### config.mk
export PLATFORM = sky130hd
export DESIGN_NAME = rotary_decoder
export DESIGN_NICKNAME = d
export VERILOG_FILES = /design/src/rtl/rotary_decoder.sv
export SDC_FILE = /design/constraint.sdc
export NUM_CORES = 1
export LEC_CHECK = 0
export ABC_AREA = 1
export BUFFER_PORTS_ARGS = -buffer_cell sky130_fd_sc_hd__buf_2
export CAP_MARGIN = 20
export CORE_MARGIN = 2
export CORE_UTILIZATION = 30
export DETAILED_ROUTE_END_ITERATION = 12
export PLACE_DENSITY_LB_ADDON = 0.25
export SYNTH_ARGS = -nofsm -noshare
export SYNTH_HDL_FRONTEND = slang
export SYNTH_SLANG_ARGS = --single-unit
### constraint.sdc
create_clock -name clk -period 5.1 [get_ports clk]
set_clock_uncertainty 0.2 [all_clocks]
set_input_delay 0.51 -clock clk [delete_from_list [all_inputs] [get_ports clk]]
set_output_delay 0.51 -clock clk [all_outputs]
set_load 0.02 [all_outputs]
### src/rtl/rotary_decoder.sv
// Rotary encoder front end: synchronises and debounces A/B/button, decodes Gray-code rotation into pulses.
// Define ROT_ERR_CNT_EN to add the saturating illegal-transition counter on err_cnt.
module rotary_decoder #(
  parameter int SYNC_STAGES     = 2,
  parameter int DEBOUNCE_CYCLES = 40000,
  parameter int STEPS_PER_PULSE = 4
) (
  input  logic       clk,
  input  logic       res,
  input  logic       enc_a,
  input  logic       enc_b,
  input  logic       enc_btn,
  output logic       rot_up,
  output logic       rot_dn,
`ifdef ROT_ERR_CNT_EN
  output logic       push,
  output logic [7:0] err_cnt
`else
  output logic       push
`endif
);

  localparam int                CNT_W   = $clog2(DEBOUNCE_CYCLES);
  localparam logic [CNT_W-1:0]  CNT_MAX = CNT_W'(DEBOUNCE_CYCLES - 1);
  // Pin vector layout {btn, a, b}; A/B idle at the 2'b11 detent, button idle low.
  localparam logic [2:0]        PIN_RST = 3'b011;
  localparam logic signed [3:0] ACC_POS = 4'(STEPS_PER_PULSE);
  localparam logic signed [3:0] ACC_NEG = -ACC_POS;

  // Position along the CW cycle 00->01->11->10; a forward difference of 1 is one CW step.
  function automatic logic [1:0] gray_pos(input logic [1:0] ab);
    case (ab)
      2'b00:   return 2'd0;
      2'b01:   return 2'd1;
      2'b11:   return 2'd2;
      default: return 2'd3;
    endcase
  endfunction

  logic [2:0]       sync_p [SYNC_STAGES];
  logic [2:0]       synced;
  logic [2:0]       stable_p1;
  logic [CNT_W-1:0] db_cnt_p1 [3];

  // Stage 0: plain synchroniser chain, no logic between flops
  always_ff @(posedge clk or posedge res) begin
    if (res) begin
      for (int i = 0; i < SYNC_STAGES; i++) sync_p[i] <= PIN_RST;
    end else begin
      sync_p[0] <= {enc_btn, enc_a, enc_b};
      for (int i = 1; i < SYNC_STAGES; i++) sync_p[i] <= sync_p[i-1];
    end
  end

  assign synced = sync_p[SYNC_STAGES-1];

  // Stage 1: independent debounce per pin
  always_ff @(posedge clk or posedge res) begin
    if (res) begin
      stable_p1 <= PIN_RST;
      for (int i = 0; i < 3; i++) db_cnt_p1[i] <= '0;
    end else begin
      for (int i = 0; i < 3; i++) begin
        if (synced[i] == stable_p1[i]) begin
          db_cnt_p1[i] <= '0;
        end else if (db_cnt_p1[i] == CNT_MAX) begin
          stable_p1[i] <= synced[i];
          db_cnt_p1[i] <= '0;
        end else begin
          db_cnt_p1[i] <= db_cnt_p1[i] + CNT_W'(1);
        end
      end
    end
  end

  logic [1:0]        ab_prev_p2;
  logic              btn_prev_p2;
  logic signed [3:0] acc_p2;
  logic signed [3:0] acc_nxt;
  logic [1:0]        step;
  logic              up_nxt;
  logic              dn_nxt;

  always_comb begin
    step    = gray_pos(stable_p1[1:0]) - gray_pos(ab_prev_p2);
    acc_nxt = acc_p2;
    up_nxt  = 1'b0;
    dn_nxt  = 1'b0;
    case (step)
      2'd1:    acc_nxt = acc_p2 + 4'sd1;
      2'd3:    acc_nxt = acc_p2 - 4'sd1;
      2'd2:    acc_nxt = 4'sd0;
      default: acc_nxt = acc_p2;
    endcase
    if (acc_nxt == ACC_POS) begin
      up_nxt  = 1'b1;
      acc_nxt = 4'sd0;
    end else if (acc_nxt == ACC_NEG) begin
      dn_nxt  = 1'b1;
      acc_nxt = 4'sd0;
    end
  end

  // Stage 2: quadrature accumulator and registered pulse outputs
  always_ff @(posedge clk or posedge res) begin
    if (res) begin
      ab_prev_p2  <= PIN_RST[1:0];
      btn_prev_p2 <= PIN_RST[2];
      acc_p2      <= 4'sd0;
      rot_up      <= 1'b0;
      rot_dn      <= 1'b0;
      push        <= 1'b0;
    end else begin
      ab_prev_p2  <= stable_p1[1:0];
      btn_prev_p2 <= stable_p1[2];
      acc_p2      <= acc_nxt;
      rot_up      <= up_nxt;
      rot_dn      <= dn_nxt;
      push        <= stable_p1[2] & ~btn_prev_p2;
    end
  end

`ifdef ROT_ERR_CNT_EN
  function automatic logic [7:0] sat_inc8(input logic [7:0] v);
    return (v == 8'hFF) ? v : v + 8'd1;
  endfunction

  logic illegal_step;
  assign illegal_step = (step == 2'd2);

  always_ff @(posedge clk or posedge res) begin
    if (res) err_cnt <= 8'd0;
    else if (illegal_step) err_cnt <= sat_inc8(err_cnt);
  end
`endif

endmodule

==> impl_metrics.csv <==
group,metric,value,unit
critical_path,crit_type,"reg -> reg",
clock_tree,post_cts_resized,0,
critical_path,crit_start,"stable_p1[0]",
drt,drt_iter0_markers,112,
clock_tree,cts_tree,"yes",
clock_tree,ctsHoldBuffers,0,
drt,route.detailed.wl_per_inst,10.7,um
global_routing,grt_pass1_vias,2395,
place,place_area,3580,um^2
synth,syn-num-nets,404,
synth,ys_ff_latch,67,
synth,ys.warnings.count,0,
sta,setup_viol,0,
sta,fin_tns_setup,0,ps
drt,vias_per_cell,4.49,
cells_and_area,final_cell_mix,"63 x nand2_1, 59 x dfrtp_1, 58 x inv_1",
synth,yosys.area.top_type,"dfrtp_1",
sta,whs,36.3,ps
critical_path,critPathArrivalTime,3010,ps
run_status,status,"complete, no violations",
clock_tree,cts_made_buffers,9,
synth,synth_area,3370,um^2
clock_tree,cts_setup_buffers,0,
power_and_ir_drop,p_leak,1.72,nW
power_and_ir_drop,ir_drop,0.000134,V
drt,routed_wl,5930,um
cells_and_area,layout_commonest_cell,"nand2_1",
sta,rsz0062_at_grt,"no",
cells_and_area,drive_gt1_frac,0.138,
sta,period_minus_slack,2980,ps
drt,ant_nets,0,
global_routing,antenna_found_initial,0,
critical_path,cp.required,5120,ps
synth,synth.yosys.seq_area_share,0.500,
global_routing,grt_max_degree,40,
sta,fmax,0.335,GHz
sta,drv_slew,0,
synth,synth_top_cell_area_share,0.438,
critical_path,regToRegStartpoint,"stable_p1[0]",
cells_and_area,syn_to_final_growth,12.3,%
clock_tree,clock_path_buffers,2,
cells_and_area,finalNetCount,422,
synth,synth_area_per_cell,8.67,um^2
cells_and_area,diodes,0,
clock_tree,clkTransAtPathRegs,80,ps
synth,ys.flop_type,"dfrtp_1",
synth,syn_inst,389,
synth,synth_area_leaders,"dfrtp_1 44%, nand2_1 7.0%, inv_1 6.6%",
critical_path,reg2reg_to,"rot_dn",
cells_and_area,finalInstanceArea,3790,um^2
critical_path,crit_fanout,5,
critical_path,start_kind,"flop",
synth,synth_cell_types,36,
clock_tree,clock-sinks,67,
sta,worst_pin_slew,612,ps
drt,first_pass_iters,4,
global_routing,grt_pass1_wl,10700,um
power_and_ir_drop,power_per_cell_area,271,nW/um^2
place,place_congestion,0.787,
cells_and_area,final_util,0.348,
place,portBuffers,7,
synth,async_flop_share,1.00,
global_routing,grt-ovfl-total,0,
synth,synth_edf_count,0,
floorplanning,fp.coreArea,10900,um^2
floorplanning,rows,38,
clock_tree,cts-root-buf,"clkbuf_8",
critical_path,worst-r2r-setup-slack,2120,ps
floorplanning,die_y,110,um
floorplanning,initial_utilization,0.310,
clock_tree,clock_latency,340,ps
clock_tree,htreeDepth,3,
sta,period_share,0.585,
hold_path,min_path_type,"in -> async",
drt,drc_errors,0,
sta,slew_headroom,0.592,
critical_path,endpoint_kind,"flop",
floorplanning,die_area,12100,um^2
floorplanning,io_pins,8,
drt,vias,2479,
sta,finalHoldViolCount,0,
job,maxCapViolations,0,
floorplanning,die-width,110,um
global_routing,grtUsageTotal,0.113,
critical_path,crit_path_end,"rot_dn",
power_and_ir_drop,p_total,1.03,mW
place,place.detailed.hpwl,4260,um
critical_path,reg2regPathDepth,19,
[critical path, cell delays in order (launching register included)]
cell and delay, ps:
dfstp_2 570, inv_1 50, ha_1 290, ha_1 210, o21ai_1 110, nand2_1 70
nand2_1 60, nand2_1 110, nand2_1 140, inv_1 70, ha_1 330, nand4_1 120
nand2_1 70, inv_1 30, nand2_1 80, nand2_1 80, nand2_1 90, nand3_1 70
nand2_1 80, nor2_1 40
[state kept, by name, indices dropped and copies added (netlist names)]
signal / count
ab_prev_p2: 2
acc_p2: 4
btn_prev_p2: 1
db_cnt_p1: 48
push: 1
rot_dn: 1
rot_up: 1
stable_p1: 3
sync_p: 3
synced: 3
[worst min-delay path by stage]
stage | start | endpoint | slack (ps) | cells past startpoint
floorplan | sync_p[5] | synced[2] | 130 | 0
global route | enc_btn | sync_p[5] | 50 | 1
CTS | enc_a | sync_p[4] | 50 | 1
finish | res | db_cnt_p1[6] | 40 | 2
global placement | sync_p[3] | synced[0] | 150 | 0
detailed placement | sync_p[5] | synced[2] | 150 | 0
[where the power goes]
part	leakage (nW)	total, mW	switching (mW)	internal [mW]
Combinational	0.732	0.0309	0.0223	0.00856
Sequential	0.896	0.546	0.00544	0.540
Clock	0.0905	0.449	0.211	0.238
[final cells by class]
class | instances | area [um^2]
Fill cell | 1068 | 7100
Sequential cell | 67 | 1690
Inverter | 64 | 240
Clock inverter | 6 | 65.1
Multi-Input combinational cell | 257 | 1440
Timing Repair Buffer | 8 | 42.5
Clock buffer | 10 | 138
Tap cell | 140 | 175
[stage by stage]
step / instances / setup slack (ps)
after floorplan: 389 / 2390
after global placement: 536 / 2230
after detailed placement: 536 / 2130
after CTS: 552 / 2120
after global routing: 552 / 1800
final: 552 / 2120
[synthesized netlist by cell type (2+ instances only)]
cell type / instances
a211oi_1: 5
a21oi_1: 12
a31oi_1: 4
and3_1: 3
dfrtp_1: 59
dfstp_2: 8
ha_1: 10
inv_1: 59
inv_2: 4
mux2_2: 2
nand2_1: 63
nand2_2: 2
nand3_1: 26
nand4_1: 9
nor2_1: 47
nor2_2: 5
nor2_4: 2
nor3_1: 13
nor3_2: 2
nor3b_1: 8
nor3b_2: 2
nor4_1: 10
o21ai_0: 10
xnor2_1: 4
xor2_1: 9
[kinds of logic after synthesis]
family / count (synthesis) / synth area share
AOI/OAI and AO/OA: 34 / 0.0583
buffers and inverters: 65 / 0.0727
muxes: 2 / 0.00668
adders and majority gates: 10 / 0.0371
and+or+nand+nor: 198 / 0.291
DFF: 67 / 0.500
xor gates and xnor gates: 13 / 0.0338
[layer usage]
| metal | share of wire | global-route usage | vias up |
|---|---|---|---|
| li1 | - | - | 1305 |
| met1 | 0.52 | 0.150 | 1142 |
| met2 | 0.44 | 0.173 | 28 |
| met3 | 0.026 | 0.0341 | 4 |
| met4 | 0.011 | 0.0425 | 0 |
| met5 | 0 | 0 | - |
(Power assumes the default switching activity.)
